$ cat config.mk
export PLATFORM = sky130hd
export DESIGN_NAME = shift_iter
export DESIGN_NICKNAME = d
export VERILOG_FILES = /design/src/rtl/shift_pkg.sv /design/src/rtl/shift_step.sv /design/src/rtl/shift_iter.sv
export SDC_FILE = /design/constraint.sdc
export NUM_CORES = 1
export LEC_CHECK = 0
export BUFFER_PORTS_ARGS = -buffer_cell sky130_fd_sc_hd__buf_2
export CAP_MARGIN = 10
export CORE_ASPECT_RATIO = 0.75
export CORE_MARGIN = 8
export CORE_UTILIZATION = 45
export DETAILED_ROUTE_END_ITERATION = 7
export GPL_ROUTABILITY_DRIVEN = 0
export GPL_TIMING_DRIVEN = 0
export PLACE_DENSITY_LB_ADDON = 0.1
export SYNTH_ARGS = -nofsm -noshare
export SYNTH_HDL_FRONTEND = slang
export SYNTH_SLANG_ARGS = --single-unit
$ cat constraint.sdc
create_clock -name clk -period 2.9 [get_ports clk]
set_clock_uncertainty 0.1 [all_clocks]
set_input_delay 0.87 -clock clk [delete_from_list [all_inputs] [get_ports clk]]
set_output_delay 0.87 -clock clk [all_outputs]
set_load 0.01 [all_outputs]
$ cat src/rtl/shift_pkg.sv
// Shared types and constants for the iterative shifter.
// Build option: SHIFT_ITER_STEP16_EN enables the by-16 step in shift_step/shift_iter.
package shift_pkg;

    typedef enum logic [1:0] {
        ST_IDLE  = 2'd0,
        ST_SHIFT = 2'd1,
        ST_DONE  = 2'd2
    } state_e;

    typedef enum logic [1:0] {
        SEL_1  = 2'd0,
        SEL_4  = 2'd1,
        SEL_16 = 2'd2
    } step_sel_e;

    localparam logic [4:0] STEP_1  = 5'd1;
    localparam logic [4:0] STEP_4  = 5'd4;
    localparam logic [4:0] STEP_16 = 5'd16;

    localparam logic DIR_RIGHT    = 1'b0;
    localparam logic DIR_LEFT     = 1'b1;
    localparam logic MODE_LOGICAL = 1'b0;
    localparam logic MODE_ARITH   = 1'b1;

    function automatic logic [4:0] step_amount(input step_sel_e sel);
        logic [4:0] amt;
        case (sel)
            SEL_1:   amt = STEP_1;
            SEL_4:   amt = STEP_4;
            SEL_16:  amt = STEP_16;
            default: amt = STEP_1;
        endcase
        return amt;
    endfunction

endpackage

$ cat src/rtl/shift_step.sv
// Combinational single-step shifter: by-1, by-4 (and by-16 when SHIFT_ITER_STEP16_EN
// is defined) in left, right-logical and right-arithmetic forms.
module shift_step
    import shift_pkg::*;
(
    input  logic [31:0] value,
    input  step_sel_e   sel,
    input  logic        dir,
    input  logic        arith,
    output logic [31:0] result
);

    logic fill_s;

    assign fill_s = (arith == MODE_ARITH) ? value[31] : 1'b0;

    // Select the shift datapath for the requested step size and direction.
    always_comb begin
        result = value;
        case (sel)
            SEL_1: begin
                if (dir == DIR_LEFT) begin
                    result = {value[30:0], 1'b0};
                end else begin
                    result = {fill_s, value[31:1]};
                end
            end
            SEL_4: begin
                if (dir == DIR_LEFT) begin
                    result = {value[27:0], 4'b0000};
                end else begin
                    result = {{4{fill_s}}, value[31:4]};
                end
            end
`ifdef SHIFT_ITER_STEP16_EN
            SEL_16: begin
                if (dir == DIR_LEFT) begin
                    result = {value[15:0], 16'h0000};
                end else begin
                    result = {{16{fill_s}}, value[31:16]};
                end
            end
`endif
            default: result = value;
        endcase
    end

endmodule

$ cat src/rtl/shift_iter.sv
// Iterative 32-bit shifter: one step per clock until the latched amount is consumed.
// Build option: SHIFT_ITER_STEP16_EN adds a by-16 step ahead of the by-4 and by-1 steps.
module shift_iter
    import shift_pkg::*;
(
    input  logic        clk,
    input  logic        rst_n,
    input  logic        start,
    input  logic [31:0] din,
    input  logic [4:0]  shamt,
    input  logic        dir,
    input  logic        arith,
    output logic        busy,
    output logic        done,
    output logic [31:0] dout
);

    state_e      state_r, state_nx_s;
    logic [31:0] acc_r, acc_nx_s;
    logic [4:0]  rem_r, rem_nx_s;
    logic        dir_r, dir_nx_s;
    logic        arith_r, arith_nx_s;
    logic        busy_r;
    logic        done_r;
    step_sel_e   sel_s;
    logic [31:0] step_out_s;

    // Largest step that still fits in the remaining amount, so rem never underflows.
    always_comb begin
        sel_s = SEL_1;
`ifdef SHIFT_ITER_STEP16_EN
        if (rem_r >= STEP_16) begin
            sel_s = SEL_16;
        end else if (rem_r >= STEP_4) begin
            sel_s = SEL_4;
        end else begin
            sel_s = SEL_1;
        end
`else
        if (rem_r >= STEP_4) begin
            sel_s = SEL_4;
        end else begin
            sel_s = SEL_1;
        end
`endif
    end

    shift_step u_step (
        .value  (acc_r),
        .sel    (sel_s),
        .dir    (dir_r),
        .arith  (arith_r),
        .result (step_out_s)
    );

    // Next-state and datapath update for the IDLE/SHIFT/DONE sequencer.
    always_comb begin
        state_nx_s = state_r;
        acc_nx_s   = acc_r;
        rem_nx_s   = rem_r;
        dir_nx_s   = dir_r;
        arith_nx_s = arith_r;
        case (state_r)
            ST_IDLE: begin
                if (start) begin
                    acc_nx_s   = din;
                    rem_nx_s   = shamt;
                    dir_nx_s   = dir;
                    arith_nx_s = arith;
                    if (shamt == 5'd0) begin
                        state_nx_s = ST_DONE;
                    end else begin
                        state_nx_s = ST_SHIFT;
                    end
                end else begin
                    state_nx_s = ST_IDLE;
                end
            end
            ST_SHIFT: begin
                acc_nx_s = step_out_s;
                rem_nx_s = rem_r - step_amount(sel_s);
                if (rem_nx_s == 5'd0) begin
                    state_nx_s = ST_DONE;
                end else begin
                    state_nx_s = ST_SHIFT;
                end
            end
            ST_DONE: state_nx_s = ST_IDLE;
            default: state_nx_s = ST_IDLE;
        endcase
    end

    // State, datapath and registered status flags; reset aborts any request in flight.
    always_ff @(posedge clk or negedge rst_n) begin
        if (!rst_n) begin
            state_r <= ST_IDLE;
            acc_r   <= 32'h0000_0000;
            rem_r   <= 5'd0;
            dir_r   <= DIR_RIGHT;
            arith_r <= MODE_LOGICAL;
            busy_r  <= 1'b0;
            done_r  <= 1'b0;
        end else begin
            state_r <= state_nx_s;
            acc_r   <= acc_nx_s;
            rem_r   <= rem_nx_s;
            dir_r   <= dir_nx_s;
            arith_r <= arith_nx_s;
            busy_r  <= (state_nx_s != ST_IDLE);
            done_r  <= (state_nx_s == ST_DONE);
        end
    end

    assign busy = busy_r;
    assign done = done_r;
    assign dout = acc_r;

endmodule

==> impl_metrics.py, run 1 <==
metrics = {
    "setup_path": {
        "rrSetupSlack_ps": 250,
        "max_stage_delay_ps": 380,
        "worstPathRequired_ps": 2960,
        "path_delay_family": "simple AND/OR/NAND/NOR gates",
        "cp_num_buf_inv": 4,
        "cp-startpoint": "rem_r[3]",
        "crit_slowest_cell": "dfrtp_1",
        "cp_max_fo": 19,
        "path_cells": "buf_6 > or3_1 > buf_6 > inv_6 > buf_12 > ha_1 > nor2_1 > or3_1 > a221oi_4 > a211oi_1",
        "r2r_cells": 10,
        "cp-start-kind": "flip-flop",
        "end_kind": "flip-flop",
        "r2r_end": "state_r[0]",
        "r2r-start": "rem_r[3]",
        "path_class": "reg2reg",
        "critPathArrivalTime_ps": 2710,
    },
    "pwr": {
        "p_int_uw": 2383,
        "sw_frac_of_total": 0.4885,
        "p_leak_uw": 0.001514,
        "combPwrFrac": 0.627,
        "switching_power_uw": 2276,
        "seqPwrFrac": 0.295,
        "power.density_nw_per_um2": 1399,
        "p_clk_frac": 0.077,
        "ir_drop_mv": 0.5072,
    },
    "sta": {
        "min_period_ps": 2646,
        "slew-limit-headroom": 0.3379,
        "period_share": 0.9124,
        "tightest_slew_ps": 993.1,
        "hold_violations": 0,
        "fmax_ghz": 0.3779,
        "setup_tns_ps": 0,
        "fin_ws_ps": 253.9,
        "setup_violations": 0,
        "hold_ws_ps": 458.4,
        "finalMaxSlewViolations": 0,
        "rsz0062_at_grt": "false",
    },
    "detailed_routing": {
        "remaining_drc_errors": 0,
        "wl_met3_um": 911,
        "drt-total-wl_um": 9794,
        "highest_layer": "met4",
        "drt-initial-drc-count": 438,
        "viasPerCell": 6.442,
        "wire_per_inst_um": 21.34,
        "first_pass_iters": 5,
        "wl_met1_um": 4589,
        "drtAntennaViolNets": 0,
        "route.met2.wl_um": 4179,
        "vias": 2957,
    },
    "worst_hold_path": {
        "hold_end": "state_r[0]",
        "hp-class": "reg2reg",
        "hold_path.startpoint": "state_r[1]",
        "min_path_cells": 1,
    },
    "logic_synthesis": {
        "ys_types": 51,
        "ys_seq_area_frac": 0.3874,
        "synthCells": 302,
        "yosysWarningCount": 0,
        "synth_edf_count": 0,
        "ys_ff_latch": 43,
        "synth-main-ff-cell": "dfrtp_1",
        "synth_nets": 346,
        "syn_area_um2": 2778,
        "synthArstFlopShare": 1.000,
        "syn_avg_cell_area_um2": 9.198,
    },
    "floorplan": {
        "num_rows": 24,
        "coreArea_um2": 5886,
        "die-area_um2": 8969,
        "die_h_um": 84.04,
        "io_pins": 76,
        "start_util": 0.4719,
        "die_x_um": 106.7,
    },
    "grt": {
        "grt_pass1_vias": 2905,
        "grt_max_degree": 44,
        "antenna_found_initial": 0,
        "grt.overflow.total": 0,
        "grt_pass1_wl_um": 15730,
        "grtUsageTotal": 0.2189,
    },
    "layout": {
        "fin_area_um2": 3331,
        "layout-drive-gt1-share": 0.2572,
        "area_growth_pct": 19.91,
        "utilization": 0.5659,
        "fin_nets": 426,
        "antennaDiodeCount": 0,
    },
    "cts": {
        "worstSkewPairLatency_ps": 300,
        "clockRootBuffer": "clkbuf_8",
        "clk_pin_slew_ps": 80,
        "cts_hold_buf": 0,
        "cts_buffers": 5,
        "cts_tree": "yes",
        "clock_tree.buffer_depth": 2,
        "h-tree-depth": 2,
        "cts_sinks": 43,
    },
    "run_status": {
        "outcome": "finished, final reports clean",
    },
    "placed_design": {
        "dpl_cell_area_um2": 3246,
        "dp_hpwl_um": 7170,
        "dp_worst_setup_slack_ps": -140.8,
        "portBuffers": 74,
    },
    "job": {
        "drv_cap": 0,
    },
}
synthesized netlist by cell type (all sizes together), types with 2 or more instances:
cell type | n | area, µm²
dfrtp | 43 | 1076
nand2 | 37 | 138.9
a21oi | 36 | 180.2
o21ai | 20 | 100.1
clkbuf | 19 | 71.32
a22oi | 16 | 120.1
a22o | 15 | 131.4
inv | 11 | 46.30
buf | 9 | 82.58
mux2i | 7 | 70.07
nor2 | 7 | 26.28
a222oi | 6 | 60.06
mux4 | 6 | 135.1
a211oi | 5 | 37.54
a21o | 5 | 37.54
o22a | 5 | 43.79
o22ai | 5 | 31.28
a31oi | 4 | 25.02
a221o | 3 | 30.03
a311oi | 3 | 26.28
a32o | 3 | 30.03
nand2b | 3 | 18.77
nand3 | 3 | 15.01
nor3 | 3 | 15.01
a31o | 2 | 17.52
ha | 2 | 25.02
mux2 | 2 | 22.52
nor2b | 2 | 12.51
nor4 | 2 | 12.51
o211a | 2 | 20.02
o211ai | 2 | 15.01
or3 | 2 | 12.51
cell type report:
type	count	area, µm²
buffer	27	148.9
sequential	43	1076
tap	78	97.59
inverter	12	50.05
timing repair buffer	74	370.4
multi-input combinational	219	1515
clock buffer	6	72.57
fill	575	2555
sequential cells by signal, summed over array words and instances, names as in the netlist:
| signal | cells |
|---|---|
| arith_r | 1 |
| busy | 1 |
| dir_r | 1 |
| done | 1 |
| dout | 32 |
| rem_r | 5 |
| state_r | 2 |
placed cells by master, fill, tap and decap left out, types with 7 or more instances in the layout:
cell and count:
a22oi_1 16, nor2_1 7, nand2_1 37, a21oi_1 36, mux2i_1 7, dfrtp_1 43
o21ai_0 18, buf_2 75, a22o_1 15, inv_1 10, clkbuf_1 20
per-stage QoR:
step	total power, µW	std cells
after floorplan	3268	302
after global placement	4170	454
after detailed placement	4214	454
after CTS	4613	460
after global routing	5010	459
final	4659	459
routing by layer:
metal  vias up  global-route usage
li1       1319                   -
met1      1425              0.3269
met2       199              0.3014
met3        14             0.05478
met4         0             0.05096
met5         -                   0
worst max-delay path by stage:
stage                       endpoint  slack [ps]  cells after the start
after detailed placement        done        -140                     11
final                     state_r[0]         250                     10
after global routing            done         140                     10
after floorplan                 done         310                     11
after global placement    state_r[0]        -110                     11
after CTS                       done          40                     11
logic make-up after synthesis:
kind of cell             Yosys count  synth area share
AND/OR/NAND/NOR                   65            0.1068
AO/OA/AOI/OAI                    137            0.3415
adder cells (fa/ha/maj)            2          0.009008
buffers and inverters             40           0.07343
flip-flops                        43            0.3874
multiplexers                      15           0.08198
power groups by stage:
stage | combinational, µW | clock [µW] | sequential (µW)
4_1_cts | 2890 | 363 | 1360
2_1_floorplan | 1930 | 0 | 1340
6_report | 2920 | 361 | 1380
5_1_grt | 3200 | 389 | 1420
3_3_place_gp | 2810 | 0 | 1360
3_5_place_dp | 2850 | 0 | 1370
what timing repair did:
action / CTS / global route
gates resized for setup: 2 / 0
setup endpoints to repair: 3 / 3
buffers inserted: 0 / 0
Note: power is estimated with default switching activity, not from simulation.
==> inputs of run 2 (changes only) <==
CORE_ASPECT_RATIO = 2   (was 0.75)
CORE_UTILIZATION = 53   (was 45)
==> impl_metrics.py, run 2 (synthesis results as in run 1) <==
metrics = {
    "pwr": {
        "ir_drop_mv": 0.8624,
        "p_int_uw": 2501,
        "sw_frac_of_total": 0.4826,
        "power.density_nw_per_um2": 1443,
        "p_leak_uw": 0.001538,
        "switching_power_uw": 2333,
        "total_power_uw": 4834,
        "combPwrFrac": 0.610,
        "p_clk_frac": 0.104,
        "seqPwrFrac": 0.286,
    },
    "setup_path": {
        "worstPathRequired_ps": 2990,
        "cp_num_buf_inv": 2,
        "cp.depth": 5,
        "path_delay_family": "buffers and inverters",
        "path_cells": "clkbuf_1 > nand2b_1 > nor2_1 > clkbuf_1 > mux2_2",
        "end_kind": "flip-flop",
        "cp-start-kind": "input pin",
        "crit_slowest_cell": "clkbuf_1",
        "max_stage_delay_ps": 540,
        "path_class": "in2reg",
        "critPathArrivalTime_ps": 2760,
        "r2r_cells": 10,
        "crit_top_cell": "clkbuf_1",
        "cp_max_fo": 10,
    },
    "worst_hold_path": {
        "hp-class": "reg2reg",
        "min_path_cells": 1,
    },
    "job": {
        "drv_cap": 0,
    },
    "detailed_routing": {
        "drt-initial-drc-count": 325,
        "vias": 3022,
        "remaining_drc_errors": 0,
        "wire_per_inst_um": 22.84,
        "drtAntennaViolNets": 0,
        "drt-total-wl_um": 10070,
        "wl_met1_um": 3524,
        "viasPerCell": 6.853,
        "route.met2.wl_um": 5340,
        "highest_layer": "met4",
        "first_pass_iters": 5,
        "wl_met3_um": 750,
    },
    "sta": {
        "finalMaxSlewViolations": 0,
        "min_period_ps": 2667,
        "slew-limit-headroom": 0.3295,
        "period_share": 0.9197,
        "rsz0062_at_grt": "false",
        "hold_violations": 0,
        "tightest_slew_ps": 1006,
        "hold_ws_ps": 449.5,
        "setup_violations": 0,
        "fmax_ghz": 0.3749,
        "setup_tns_ps": 0,
    },
    "layout": {
        "area_growth_pct": 20.63,
        "layout-drive-gt1-share": 0.2637,
        "antennaDiodeCount": 0,
        "fillers": 477,
        "final_common_cell": "buf_2",
        "fin_nets": 426,
        "largest_reg_flops": 32,
        "multi_input_area_um2": 1515,
        "fin_cells": 441,
        "register_area_um2": 1076,
        "final_cell_mix": "buf_2 (75), dfrtp_1 (43), nand2_1 (37), a21oi_1 (36), clkbuf_1 (19)",
    },
    "cts": {
        "cts_sinks": 43,
        "worstSkewPairLatency_ps": 310,
        "clock_tree.buffer_depth": 2,
        "clk_pin_slew_ps": 100,
        "cts_hold_buf": 0,
        "cts_tree": "yes",
        "clockRootBuffer": "clkbuf_8",
        "cts_buffers": 5,
        "h-tree-depth": 2,
    },
    "placed_design": {
        "dp_hpwl_um": 7454,
        "place_inst": 434,
        "portBuffers": 74,
    },
    "floorplan": {
        "num_rows": 37,
        "die_x_um": 67.19,
        "die_h_um": 118.4,
        "io_pins": 76,
        "coreArea_um2": 5092,
        "die-area_um2": 7954,
        "start_util": 0.5455,
    },
    "grt": {
        "antenna_found_initial": 0,
        "grt_pass1_vias": 3225,
        "grtUsageTotal": 0.2605,
        "grt.overflow.total": 0,
        "grt_pass1_wl_um": 16150,
        "grt_max_degree": 44,
    },
    "run_status": {
        "outcome": "finished, final reports clean",
    },
}
## run 2: routing by layer
metal	vias to the layer above	global-route usage
met3	44	0.03500
met5	-	0
met1	1456	0.2817
li1	1319	-
met4	0	0.1476
met2	203	0.4564
## run 2: per-stage QoR
step	utilization	cell area [µm²]	setup slack [ps]
after detailed placement	0.6324	3221	-120.3
after CTS	0.6568	3344	16.75
after global placement	0.6324	3221	-125.3
final	0.6580	3351	232.8
after floorplan	-	2778	314.5
after global routing	0.6580	3351	123.5
## run 2: what timing repair did
item	4_1_cts	5_1_grt
buffers inserted	0	0
resized for setup	1	1
cloned	0	0
endpoints found under the setup margin	3	3
hold endpoints to repair	0	0
## run 2: cell type report
type / instances / share of cell area
clock buffer: 6 / 0.02465
clock inverter: 2 / 0.01046
timing repair buffer: 74 / 0.1105
sequential: 43 / 0.3211
multi-input combinational: 219 / 0.4522
tap: 58 / 0.02166
buffer: 27 / 0.04444
inverter: 12 / 0.01494
## run 2: worst paths after layout
kind	startpoint	endpoint	slack, ps
worst max-delay path	start	arith_r	230
worst min-delay path	state_r[1]	state_r[0]	450
worst max register to register	rem_r[3]	done	320
worst min register to register	state_r[1]	state_r[0]	450
max in group asynchronous	rst_n	dout[18]	1440
min in group asynchronous	rst_n	rem_r[0]	620
## run 2: power by group through the flow
stage                     Combinational (µW)  Clock [µW]  Sequential (µW)
after global routing                    3200         525             1420
final                                   2950         501             1380
after global placement                  2830           0             1350
after floorplan                         1930           0             1340
after CTS                               2900         500             1360
after detailed placement                2880           0             1360
